==> src/rtl/cpu_run_ctrl.sv <==
// Run-control sequencer for the 5-stage pipeline: start/step/stop/halt of the
// shared pipeline enable, plus host/fetch arbitration of the instruction-memory port.
module cpu_run_ctrl #(
  parameter logic [4:0] HALT_OP = 5'b00001,
  parameter int         CNT_W   = 16
) (
  input  logic             clock,
  input  logic             reset,
  input  logic             start,
  input  logic             step,
  input  logic             stop,
  input  logic             host_we,
  input  logic [7:0]       host_addr,
  input  logic [15:0]      host_data,
  output logic             host_ack,
  input  logic [7:0]       if_addr,
  input  logic [15:0]      id_ir,
  output logic [7:0]       mem_addr,
  output logic             mem_we,
  output logic [15:0]      mem_wdata,
  output logic             state,
  output logic             halted,
  output logic             step_done,
  output logic [CNT_W-1:0] cycle_cnt
);

  typedef enum logic [1:0] {
    IDLE,
    RUN,
    STEP,
    HALTED
  } fsm_t;

  fsm_t fsm;
  logic stopped;
  logic halt_seen;
  logic unused_ir;

  assign stopped   = (fsm == IDLE) || (fsm == HALTED);
  assign halt_seen = (id_ir[15:11] == HALT_OP);
  assign unused_ir = ^id_ir[10:0];

  // The port belongs to the host only while the pipeline is not fetching.
  assign mem_addr  = stopped ? host_addr : if_addr;
  assign mem_we    = host_we & stopped;
  assign mem_wdata = host_data;

  always_ff @(posedge clock or negedge reset) begin
    if (!reset) begin
      fsm       <= IDLE;
      state     <= 1'b0;
      halted    <= 1'b0;
      host_ack  <= 1'b0;
      step_done <= 1'b0;
      cycle_cnt <= '0;
    end else begin
      // NOTE: non-blocking throughout, so every branch sees the pre-edge state and
      // later assignments below (e.g. the counter clear) override the defaults above them.
      host_ack  <= 1'b0;
      step_done <= 1'b0;
      if (state && (cycle_cnt != '1)) cycle_cnt <= cycle_cnt + 1'b1;

      unique case (fsm)
        IDLE, HALTED: begin
          if (host_we) begin
            host_ack <= 1'b1;
          end else if (start || step) begin
            fsm    <= start ? RUN : STEP;
            state  <= 1'b1;
            halted <= 1'b0;
            // Resuming from IDLE keeps the count; a fresh start after HALT does not.
            if (fsm == HALTED) cycle_cnt <= '0;
          end
        end
        RUN: begin
          if (stop) begin
            fsm   <= IDLE;
            state <= 1'b0;
          end else if (halt_seen) begin
            fsm    <= HALTED;
            state  <= 1'b0;
            halted <= 1'b1;
          end
        end
        STEP: begin
          state     <= 1'b0;
          step_done <= 1'b1;
          if (halt_seen) begin
            fsm    <= HALTED;
            halted <= 1'b1;
          end else begin
            fsm <= IDLE;
          end
        end
        default: begin
          fsm   <= IDLE;
          state <= 1'b0;
        end
      endcase
    end
  end

endmodule

==> config.mk <==
export PLATFORM = sky130hd
export DESIGN_NAME = cpu_run_ctrl
export DESIGN_NICKNAME = d
export VERILOG_FILES = /design/src/rtl/cpu_run_ctrl.sv
export SDC_FILE = /design/constraint.sdc
export NUM_CORES = 1
export LEC_CHECK = 0
export ABC_CLOCK_PERIOD_IN_PS = 2960
export CAP_MARGIN = 20
export CORE_MARGIN = 4
export CORE_UTILIZATION = 36
export DETAILED_ROUTE_END_ITERATION = 8
export HOLD_SLACK_MARGIN = 0.08
export PLACE_DENSITY_LB_ADDON = 0.12
export SLEW_MARGIN = 10
export SYNTH_ARGS = -nofsm -noshare
export SYNTH_HDL_FRONTEND = slang
export SYNTH_SLANG_ARGS = --single-unit
==> constraint.sdc <==
create_clock -name clock -period 2.96 [get_ports clock]
set_clock_uncertainty 0.2 [all_clocks]
set_input_delay 0.444 -clock clock [delete_from_list [all_inputs] [get_ports clock]]
set_output_delay 0.444 -clock clock [all_outputs]
set_load 0.01 [all_outputs]
==> results of run 1 <==
final cells by class:
class                   count  share of cell area [%]
clock inverters             1                    1.49
multi-input cells         104                    36.3
repair buffers             58                    28.5
well taps                  48                    2.99
inverters                   7                    1.31
flip-flops and latches     22                    27.4
clock buffers               3                    2.05
placed cells by master, fill, tap and decap left out, drive strengths merged, types with 6 or more instances in the layout:
master,count
clkdlybuf4s50,55
dfrtp,22
a21oi,11
mux2,9
inv,7
nand2,7
nor2,7
or4,7
o21ai,7
nand4,6
metrics by stage:
stage | hold slack, ps | utilization, % | instances
after floorplan | -51.6 | - | 155
after global placement | 347 | 51.5 | 239
after detailed placement | 361 | 51.5 | 239
after CTS | 326 | 53.4 | 243
after global routing | 343 | 53.4 | 243
final | 323 | 53.4 | 243
metal layers:
| layer | vias to the layer above | routed length [um] | global-route usage (%) |
|---|---|---|---|
| li1 | 639 | - | - |
| met1 | 604 | 1450 | 16.7 |
| met2 | 51 | 1800 | 26.4 |
| met3 | 22 | 288 | 4.21 |
| met4 | 0 | 87 | 4.80 |
| met5 | - | 0 | 0 |
logic make-up after synthesis:
family,count (synthesis)
compound gates,34
fa+ha+maj,4
flops,22
buf+inv,29
mux,9
simple gates,57
final timing paths:
| check | from | to | slack [ps] | depth (start not counted) |
|---|---|---|---|---|
| max | fsm[0] | mem_addr[3] | 230 | 4 |
| min | reset | cycle_cnt[3] | 320 | 2 |
| max reg2reg | fsm[0] | cycle_cnt[13] | 610 | 6 |
| min reg2reg | fsm[0] | fsm[0] | 380 | 1 |
| max in group asynchronous | reset | cycle_cnt[5] | 2010 | 2 |
| min in group clock | fsm[0] | fsm[0] | 380 | 1 |
sequential cells by signal, summed over array words and instances (netlist names):
| signal | cells |
|---|---|
| host_ack | 1 |
| step_done | 1 |
| state | 1 |
| cycle_cnt | 16 |
| fsm | 2 |
| halted | 1 |
worst max-delay path, stage by stage (launching register included):
cell	delay [ps]
sky130_fd_sc_hd__dfrtp_1	410
sky130_fd_sc_hd__inv_1	60
sky130_fd_sc_hd__ha_1	490
sky130_fd_sc_hd__mux2_2	380
sky130_fd_sc_hd__clkdlybuf4s50_1	480
power by group through the flow:
stage	Sequential, mW	Clock, mW	Combinational [mW]
3_3_place_gp	0.629	0	1.03
2_1_floorplan	0.659	0	0.502
4_1_cts	0.636	0.291	1.05
6_report	0.635	0.281	1.04
5_1_grt	0.667	0.305	1.14
3_5_place_dp	0.640	0	1.04
==> key figures, run 1 <==
Status
  – Status: completed

Pwr
  – Largest voltage drop on the vdd net: 0.471 mV
  – Sequential group share of total power: 32.5%
  – Total power divided by cell area: between 900 and 1000 nW/um^2
  – Combinational share of power: between 50% and 60%
  – Net Switching: 0.725 mW
  – Leakage dissipation: between 0.7 and 0.8 nW
  – Net switching fraction of the power: 37.1%
  – Design internal power: between 1 and 1.5 mW
  – Overall power of the completed layout: just under 2 mW
  – Clock network power share: between 10 and 15%

GRT
  – Largest net degree at the start of global routing: 23
  – Vias in the first global route: 1361
  – Grt total ovfl: 0
  – Wire length of the first global-routing pass: between 6000 and 7000 um
  – Number of antenna violations at the first check in global routing: 0
  – Gr usage total: 14.7%

Synthesis
  – Mux cell area share after synthesis: roughly 7.0%
  – Synth Flop Type: sky130_fd_sc_hd__dfrtp_1
  – Cell with the most instances after synthesis: sky130_fd_sc_hd__dfrtp_1
  – Post-synthesis adder-cell area fraction: ~3.4%
  – Main combinational cell family by area after synthesis: simple AND/OR/NAND/NOR gates
  – Post-synthesis compound-gate area fraction: 15.2%
  – Distinct cells, synth: 38
  – Number of synthesis warnings: 0
  – Number of cells produced by synthesis: roughly 160
  – Simple-gate area share of the yosys netlist: 24.7%
  – Ranking of synthesized cells by area: sky130_fd_sc_hd__dfrtp_1 (38%), sky130_fd_sc_hd__buf_4 (8.3%), sky130_fd_sc_hd__mux2_2 (6.2%), sky130_fd_sc_hd__a21oi_1 (3.8%), sky130_fd_sc_hd__or4_1 (3.6%)
  – Mapped Nets: 213
  – Proportion of synthesized flip-flops having asynchronous set or reset: between 90% and 100%
  – Synth area leader: sky130_fd_sc_hd__dfrtp_1
  – Netlist area before placement: between 1000 and 1500 um^2
  – Sequential share of the synthesized area: around 38%
  – Flip-flop and latch count after synthesis: 22
  – Xor-xnor portion of the synthesized cell area: 0%
  – Commonest cells post-synth: sky130_fd_sc_hd__dfrtp_1 (22), sky130_fd_sc_hd__buf_4 (16), sky130_fd_sc_hd__a21oi_1 (11), sky130_fd_sc_hd__mux2_2 (8)
  – Post-Syn Area per Cell: between 9 and 10 um^2
  – Fraction of synthesized cell area taken by the top area cell type: 37.9%
  – EDFF count, synth: 0

Routing
  – Final Routed Wirelength: ~3600 um
  – TritonRoute pass-1 iters: 4
  – Post-DR wirelength/cell: between 10 and 15 um
  – Per-cell via count in the routed design: between 5 and 6
  – Number of remaining DRC errors: 0
  – Antenna Nets Post-Route: 0
  – Via count: roughly 1300
  – Number of DRC markers in iteration 0: approximately 120

STA
  – Post-route minimum period: 2730 ps
  – Setup repair after global routing missed its margin: false
  – Crit share post-route: 92.2%
  – Endpoints failing hold: 0
  – Total Neg Setup Slack: 0 ps
  – Worst relative slew slack: a little under three fifths
  – Final setup margin: 230 ps
  – Final-report max-slew violation count: 0
  – Final count of negative-setup-slack endpoints: 0
  – Maximum achievable frequency: about 370 MHz
  – Worst-margin pin slew: ~650 ps

Clock network
  – Clock latency of the later-clocked register in the worst-skew pair: about 260 ps
  – Clock H-tree levels: 1
  – Post-CTS setup-driven buffer insertion count: 0
  – Number of clock buffers inserted by TritonCTS: 3
  – TritonCTS clock tree: built
  – Deepest clock path buffer count: 2
  – Number of sinks handled by clock tree synthesis: 22
  – Post-cts hold buffer count: 0
  – Clock slew seen by the registers of the worst setup and hold paths: 80 ps
  – CTS Root Buffer Type: sky130_fd_sc_hd__clkbuf_8
  – Post-cts resize count: 0

Critical path
  – Highest fanout seen on the critical path: 10
  – Signal arrival time at the worst endpoint: approximately 2100 ps
  – Type of the worst setup path: register to primary output
  – Type of origin of the critical path: register
  – CP endpoint kind: primary output
  – Required time of the critical path: ~2300 ps

Placement
  – Worst setup slack after placement: between 400 and 500 ps
  – Final HPWL DP: approximately 2700 um
  – Post-DP Area: just under 2000 um^2
  – IO buf count: between 50 and 60
  – RePlAce Congestion: roughly 0.81

Layout
  – Register cell area after layout: 551 um^2
  – Final nets: approximately 250
  – Number of filler instances in the final layout: about 330
  – Layout overhead on the synthesized area: 38.6%
  – Multi-input gate area in the final layout: 731 um^2
  – Area of all placed cells without fillers: about 2000 um^2
  – Share of cells above drive strength 1: a little under an eighth
  – ANT cells: 0

Die
  – I/O pin count: about 100
  – Die ar.: slightly above 5000 um^2
  – Floorplan core area: around 3800 um^2
  – Effective utilization at floorplan: between 30% and 40%
  – Die width: roughly 71 um
  – Number of standard-cell rows in the floorplan: 22
  – Chip height: about 71 um

Min path
  – Kind of path behind the tightest hold check: input pin to asynchronous set/reset pin

Job
  – Maxcap violations: 0
Note: power is estimated with default switching activity, not from simulation.
==> run 2: changes to the inputs <==
CTS_CLUSTER_SIZE = 8   (was default)
==> results of run 2 <==
The final DEF is identical to that of run 1; final timing and power are the same.
==> run 3: changes to the inputs <==
ABC_CLOCK_PERIOD_IN_PS = 3150   (was 2960)
CORE_UTILIZATION = 38   (was 36)
clock period = 3.15 ns   (was 2.96 ns; I/O delays follow)
==> run 3 against run 2 <==
  * Critical path depth is the same
  * Sequential power shrank 6.8%
  * Count of clock-buffer cells in the layout grew 1
  * Non-clock buffer count shrank 1
  * Die area shrank 4.7%
  * Worst setup slack lost 27 ps
  * Clock power shrank 29%
  * Critical endpoint is now mem_addr[5]
==> key figures, run 3 (same netlist as run 1, synthesis figures left out) <==
GRT
  – Grt total ovfl: 0 (unchanged)
  – Gr usage total: 15.2% (was 14.7%)
  – Met3 Usage GRT: 4.49% (was 4.21%)
  – Number of antenna violations at the first check in global routing: 0 (unchanged)
  – Wire length of the first global-routing pass: 6180 um (was 6070 um)
  – Global-route track usage on met1: 18.7% (was 16.7%)
  – Most Used Layer, Global Route: met2 (unchanged)
  – Met2 track demand over resource in global routing: 25.2% (was 26.4%)
  – Largest net degree at the start of global routing: 23 (unchanged)
  – Vias in the first global route: 1333 (was 1361)

Routing
  – Per-cell via count in the routed design: 5.44 (was 5.42)
  – Number of remaining DRC errors: 0 (unchanged)
  – TritonRoute pass-1 iters: 4 (unchanged)
  – Final Routed Wirelength: 3660 um (was 3620 um)
  – Via count: 1316 (unchanged)
  – Antenna Nets Post-Route: 0 (unchanged)
  – Post-DR wirelength/cell: 15.1 um (was 14.9 um)
  – Number of DRC markers in iteration 0: 41 (was 116)

Clock network
  – Post-cts resize count: 0 (unchanged)
  – Clock latency of the later-clocked register in the worst-skew pair: 260 ps (about the same)
  – Post-CTS setup-driven buffer insertion count: 0 (unchanged)
  – TritonCTS clock tree: built (unchanged)
  – Deepest clock path buffer count: 2 (unchanged)
  – CTS Root Buffer Type: sky130_fd_sc_hd__clkbuf_8 (unchanged)
  – Number of clock buffers inserted by TritonCTS: 3 (unchanged)
  – Post-cts hold buffer count: 0 (unchanged)
  – Clock slew seen by the registers of the worst setup and hold paths: 80 ps (about the same)
  – Number of sinks handled by clock tree synthesis: 22 (unchanged)
  – Clock H-tree levels: 1 (unchanged)

Layout
  – Layout overhead on the synthesized area: 37.0% (was 38.6%)
  – Largest registers in the final layout: cycle_cnt: 16 flops, fsm: 2 flops (unchanged)
  – Final nets: 253 (was 254)
  – Register ranked first by flip-flop count: cycle_cnt (unchanged)
  – Final Core Density: 53.9% (was 53.4%)
  – Largest register FFs: 16 (unchanged)
  – Most frequent standard cell in the layout excluding fill and tap cells: sky130_fd_sc_hd__clkdlybuf4s50_1 (unchanged)
  – ANT cells: 0 (unchanged)
  – Number of filler instances in the final layout: 370 (was 327)
  – Fin cells: 242 (was 243)
  – Commonest non-fill, non-tap cells in the layout: sky130_fd_sc_hd__clkdlybuf4s50_1 (55), sky130_fd_sc_hd__dfrtp_1 (22), sky130_fd_sc_hd__a21oi_1 (11), sky130_fd_sc_hd__mux2_2 (8) (unchanged)
  – Area of all placed cells without fillers: 1990 um^2 (was 2010 um^2)
  – Share of cells above drive strength 1: 10.8% (was 11.3%)

Pwr
  – Overall power of the completed layout: 1.76 mW (was 1.95 mW)
  – Total power divided by cell area: 884 nW/um^2 (was 971 nW/um^2)
  – Largest voltage drop on the vdd net: 0.441 mV (was 0.471 mV)
  – Leakage dissipation: 0.777 nW (was 0.789 nW)

Critical path
  – Type of origin of the critical path: register (unchanged)
  – Crit-path leading delay family: adder cells (was buffers and inverters)
  – Highest fanout seen on the critical path: 17 (was 10)
  – Type of the worst setup path: register to primary output (unchanged)
  – Max stage delay cell, worst path: sky130_fd_sc_hd__ha_1 (unchanged)
  – Signal arrival time at the worst endpoint: 2270 ps (was 2090 ps)
  – Critical-path cell list: inv_1, ha_1, mux2_2, clkdlybuf4s50_1 (unchanged)
  – Required time of the critical path: 2480 ps (was 2320 ps)
  – Crit path buf inv count: 2 (unchanged)
  – Delay of the slowest critical-path stage: 660 ps (was 490 ps)
  – CP endpoint kind: primary output (unchanged)

Placement
  – Post-DP Area: 1930 um^2 (was 1940 um^2)
  – Cells after DPL: 238 (was 239)
  – IO buf count: 55 (unchanged)
  – RePlAce Congestion: 0.753 (was 0.815)
  – Final HPWL DP: 2850 um (was 2750 um)
  – Worst setup slack after placement: 476 ps (was 482 ps)

Die
  – Die width: 69.8 um (was 71.5 um)
  – I/O pin count: 99 (unchanged)
  – Floorplan core area: 3690 um^2 (was 3770 um^2)
  – Die ar.: 4870 um^2 (was 5110 um^2)
  – Number of standard-cell rows in the floorplan: 22 (unchanged)
  – Effective utilization at floorplan: 39.3% (was 38.5%)
  – Chip height: 69.8 um (was 71.5 um)

STA
  – Hold slack: 355 ps (was 323 ps)
  – Post-route minimum period: 2950 ps
  – Endpoints failing hold: 0 (unchanged)
  – Total Neg Setup Slack: 0 ps (unchanged)
  – Final setup margin: 203 ps (was 230 ps)
  – Setup repair after global routing missed its margin: false (unchanged)
  – Maximum achievable frequency: around 340 MHz
  – Final-report max-slew violation count: 0 (unchanged)
  – Final count of negative-setup-slack endpoints: 0 (unchanged)
  – Crit share post-route: between 90% and 100%
  – Worst relative slew slack: 56.1% (was 56.2%)
  – Worst-margin pin slew: 652 ps (about the same)

Min path
  – Kind of path behind the tightest hold check: input pin to asynchronous set/reset pin (unchanged)

Job
  – Maxcap violations: 0 (unchanged)

Status
  – Status: completed (unchanged)
-- run 3: layout make-up --
class	count	area (um^2)	area share (%)
tap	48	60.1	3.02
timing repair buffer	57	566	28.4
inverter	7	26.3	1.32
sequential	22	551	27.7
clock buffer	4	55.1	2.77
multi-input combinational	104	731	36.8
-- run 3: worst reg2reg max path: stages, from the launching register on --
cell	delay, ps
sky130_fd_sc_hd__dfrtp_1	400
sky130_fd_sc_hd__inv_1	60
sky130_fd_sc_hd__ha_1	530
sky130_fd_sc_hd__and3_1	450
sky130_fd_sc_hd__or4_1	560
sky130_fd_sc_hd__nand2_1	80
-- run 3: path summary, 6_finish.rpt --
check                            start            end  slack, ps  cells past startpoint
max in group asynchronous        reset  cycle_cnt[13]       2170                      2
min in group clock              halted         halted        370                      2
worst max-delay path            fsm[0]    mem_addr[5]        200                      4
worst min-delay path             reset  cycle_cnt[11]        350                      2
worst min register to register  halted         halted        370                      2
worst max register to register  fsm[0]  cycle_cnt[13]        820                      5
-- run 3: metal layers --
| metal | wire, um | vias up |
|---|---|---|
| li1 | - | 640 |
| met1 | 1510 | 620 |
| met2 | 1850 | 36 |
| met3 | 239 | 20 |
| met4 | 67 | 0 |
| met5 | 0 | - |
-- run 3: report_power, final --
group,internal (mW),switching [mW],leakage [nW]
Sequential,0.415,0.177,0.280
Combinational,0.557,0.409,0.469
Clock,0.111,0.0885,0.0288
==> RTL edit, RTL diff (settings of run 3) <==
The parameter `CNT_W` goes from 16 to 32.
--- a/src/rtl/cpu_run_ctrl.sv
+++ b/src/rtl/cpu_run_ctrl.sv
@@ -3,5 +3,5 @@
 module cpu_run_ctrl #(
   parameter logic [4:0] HALT_OP = 5'b00001,
-  parameter int         CNT_W   = 16
+  parameter int         CNT_W   = 32
 ) (
   input  logic             clock,
Ports: changed (resized cycle_cnt); port bits go from 99 to 115. No check against the original RTL was run, so the function may have changed too.
==> RTL edit against run 3 <==
Routed wire length rose by 78%; global-route usage increased by 2.5 points; register-to-register slack got worse by 0.16 ns; sequential share of layout area increased by 2.3 points; setup slack lost 0.0095 ns; critical endpoint is now mem_addr[7]; via count up 76%; critical path depth is the same; total power increased by 57%; critical path type unchanged; sequential cell count is 16 higher; core utilization down 1.6 points; area after synthesis is 68% higher; cell area up 60%; largest cell class unchanged.
==> RTL edit: results (changes against run 3) <==
Drt
  • DR pass1 iterations: 4 (unchanged)
  • Drt initial violations: 126 (+210%)
  • Vias per cell: 5.768 (+6.1%)
  • WL final: 6.503 mm (+78%)

Logic synthesis
  • Post-Synthesis Cells: 271 (+75%)
  • Syn. warnings: 0 (unchanged)
  • Synthesized Nets: 329 (+54%)
  • Post-synthesis sequential area ratio: 39.07% (+1.1 points)
  • Area contributors post-synth: dfrtp_1, a21oi_1, buf_4
  • Distinct cell type count of the synthesized netlist: 44 (+16%)
  • Synth top cells by count: dfrtp_1, a21oi_1, nand4_1

GRT
  • Global-route wire length before repair: 10.92 mm (+77%)
  • Grt met3 use: 5.174% (+0.68 points)
  • Global routing usage on met2: 26.64% (+1.5 points)
  • Number of global-route vias before repair: 2216 (+66%)
  • Grt met1 use: 24.84% (+6.1 points)
  • Pin count of the biggest net entering global routing: 39 (+70%)
  • All-layer global routing usage: 17.71% (+2.5 points)

Clocking
  • CTS root buf: clkbuf_8
  • H-tree levels: 2 (+1)
  • TritonCTS buffer count: 5 (+2)
  • Skew-Pair Late Insertion Delay: 0.29 ns (+0.03 ns)

Power
  • P_leak: 1.203 nW (+55%)
  • Worst VDD drop: 440.5 uV (-0.15%)

Layout
  • Largest regs: cycle_cnt x32, fsm x2
  • Layout cells sized above 1: 8.896% (-1.9 points)
  • Nets: 383 (+51%)
  • Post-Layout Cell Count: 401 (+66%)

Critical path
  • R2r endpoint: cycle_cnt[30]
  • Worst r2r src: cycle_cnt[0]
  • Crit-path max FO: 16 (-1)
  • Max stage delay on crit path: 0.63 ns (-0.03 ns)
  • Cells on worst reg2reg path: 6 (+1)
  • Largest delay share family, worst path: adder cells
  • R2r setup slk: 0.66 ns (-0.16 ns)

Placement
  • Post-DP Area: 0.003080 mm^2 (+59%)
  • Post-Place Setup Slack: 0.4962 ns (+0.01987 ns)
  • Number of port buffers: 71 (+29%)
  • Placer Congestion: 0.8467 (+12%)
  • Placed cell count: 393 (+65%)
  • HPWL after detailed placement: 4.695 mm (+65%)

Run status
  • Status: finished clean

Timing
  • Worst-Margin Slew: 0.8858 ns (+0.2339 ns)
  • Final hold vios: 0 (unchanged)
  • WHS: 0.09906 ns (-0.2556 ns)
## RTL edit: cell count changes in the layout (fill, tap and decap cells not counted), sizes merged, moves of 7 or more
cell           delta
a21oi            +16
dfrtp            +16
clkdlybuf4s50    +15
nand4            +14
or3              +10
nand2             +8
nor2              +8
o21ai             +8
nand3             +7
## RTL edit: cell families after synthesis
logic type | synth area share, %
AOI/OAI and AO/OA | 15.53
xor gates and xnor gates | 1.080
adders and majority gates | 2.057
buffers and inverters | 8.226
DFF | 39.07
muxes | 4.525
and+or+nand+nor | 29.51
## RTL edit: area by class of cell
class                   count  area (um^2)
inverters                   4        15.01
fillers                   607         2889
clock buffers               7        86.33
well taps                  75        93.84
repair buffers             75        735.7
multi-input cells         201         1285
flip-flops and latches     38        950.9
clock inverters             1        5.005
## RTL edit: per-layer routing
| metal | wire (um) | part of all wire [%] | vias up |
|---|---|---|---|
| met5 | 0 | 0 | - |
| met4 | 64 | 0.98 | 0 |
| met3 | 517 | 8.0 | 6 |
| met2 | 2916 | 45 | 84 |
| met1 | 3005 | 46 | 1107 |
| li1 | - | - | 1116 |
## RTL edit: report_power, final
group | internal (mW) | total [mW] | leakage, nW | switching (mW)
combinational | 0.775 | 1.34 | 0.662 | 0.569
sequential | 0.716 | 1.07 | 0.493 | 0.356
clock | 0.177 | 0.347 | 0.0482 | 0.170
## RTL edit: worst register-to-register path, delay by kind of cell (launching register included)
| family | cells | cell delay (ns) |
|---|---|---|
| flip-flops | 1 | 0.43 |
| AND/OR/NAND/NOR | 3 | 1.19 |
| AO/OA/AOI/OAI | 2 | 0.36 |
| adder cells (fa/ha/maj) | 1 | 0.24 |
## RTL edit: worst max path at each step
| stage | startpoint | endpoint | slack, ns | cells past startpoint |
|---|---|---|---|---|
| detailed placement | fsm[0] | mem_addr[0] | 0.50 | 4 |
| CTS | fsm[0] | mem_addr[1] | 0.17 | 4 |
| floorplan | fsm[0] | mem_addr[1] | 0.88 | 5 |
| global placement | fsm[0] | mem_addr[0] | 0.51 | 4 |
| global route | fsm[0] | mem_addr[1] | 0.06 | 4 |
| finish | fsm[0] | mem_addr[7] | 0.19 | 4 |
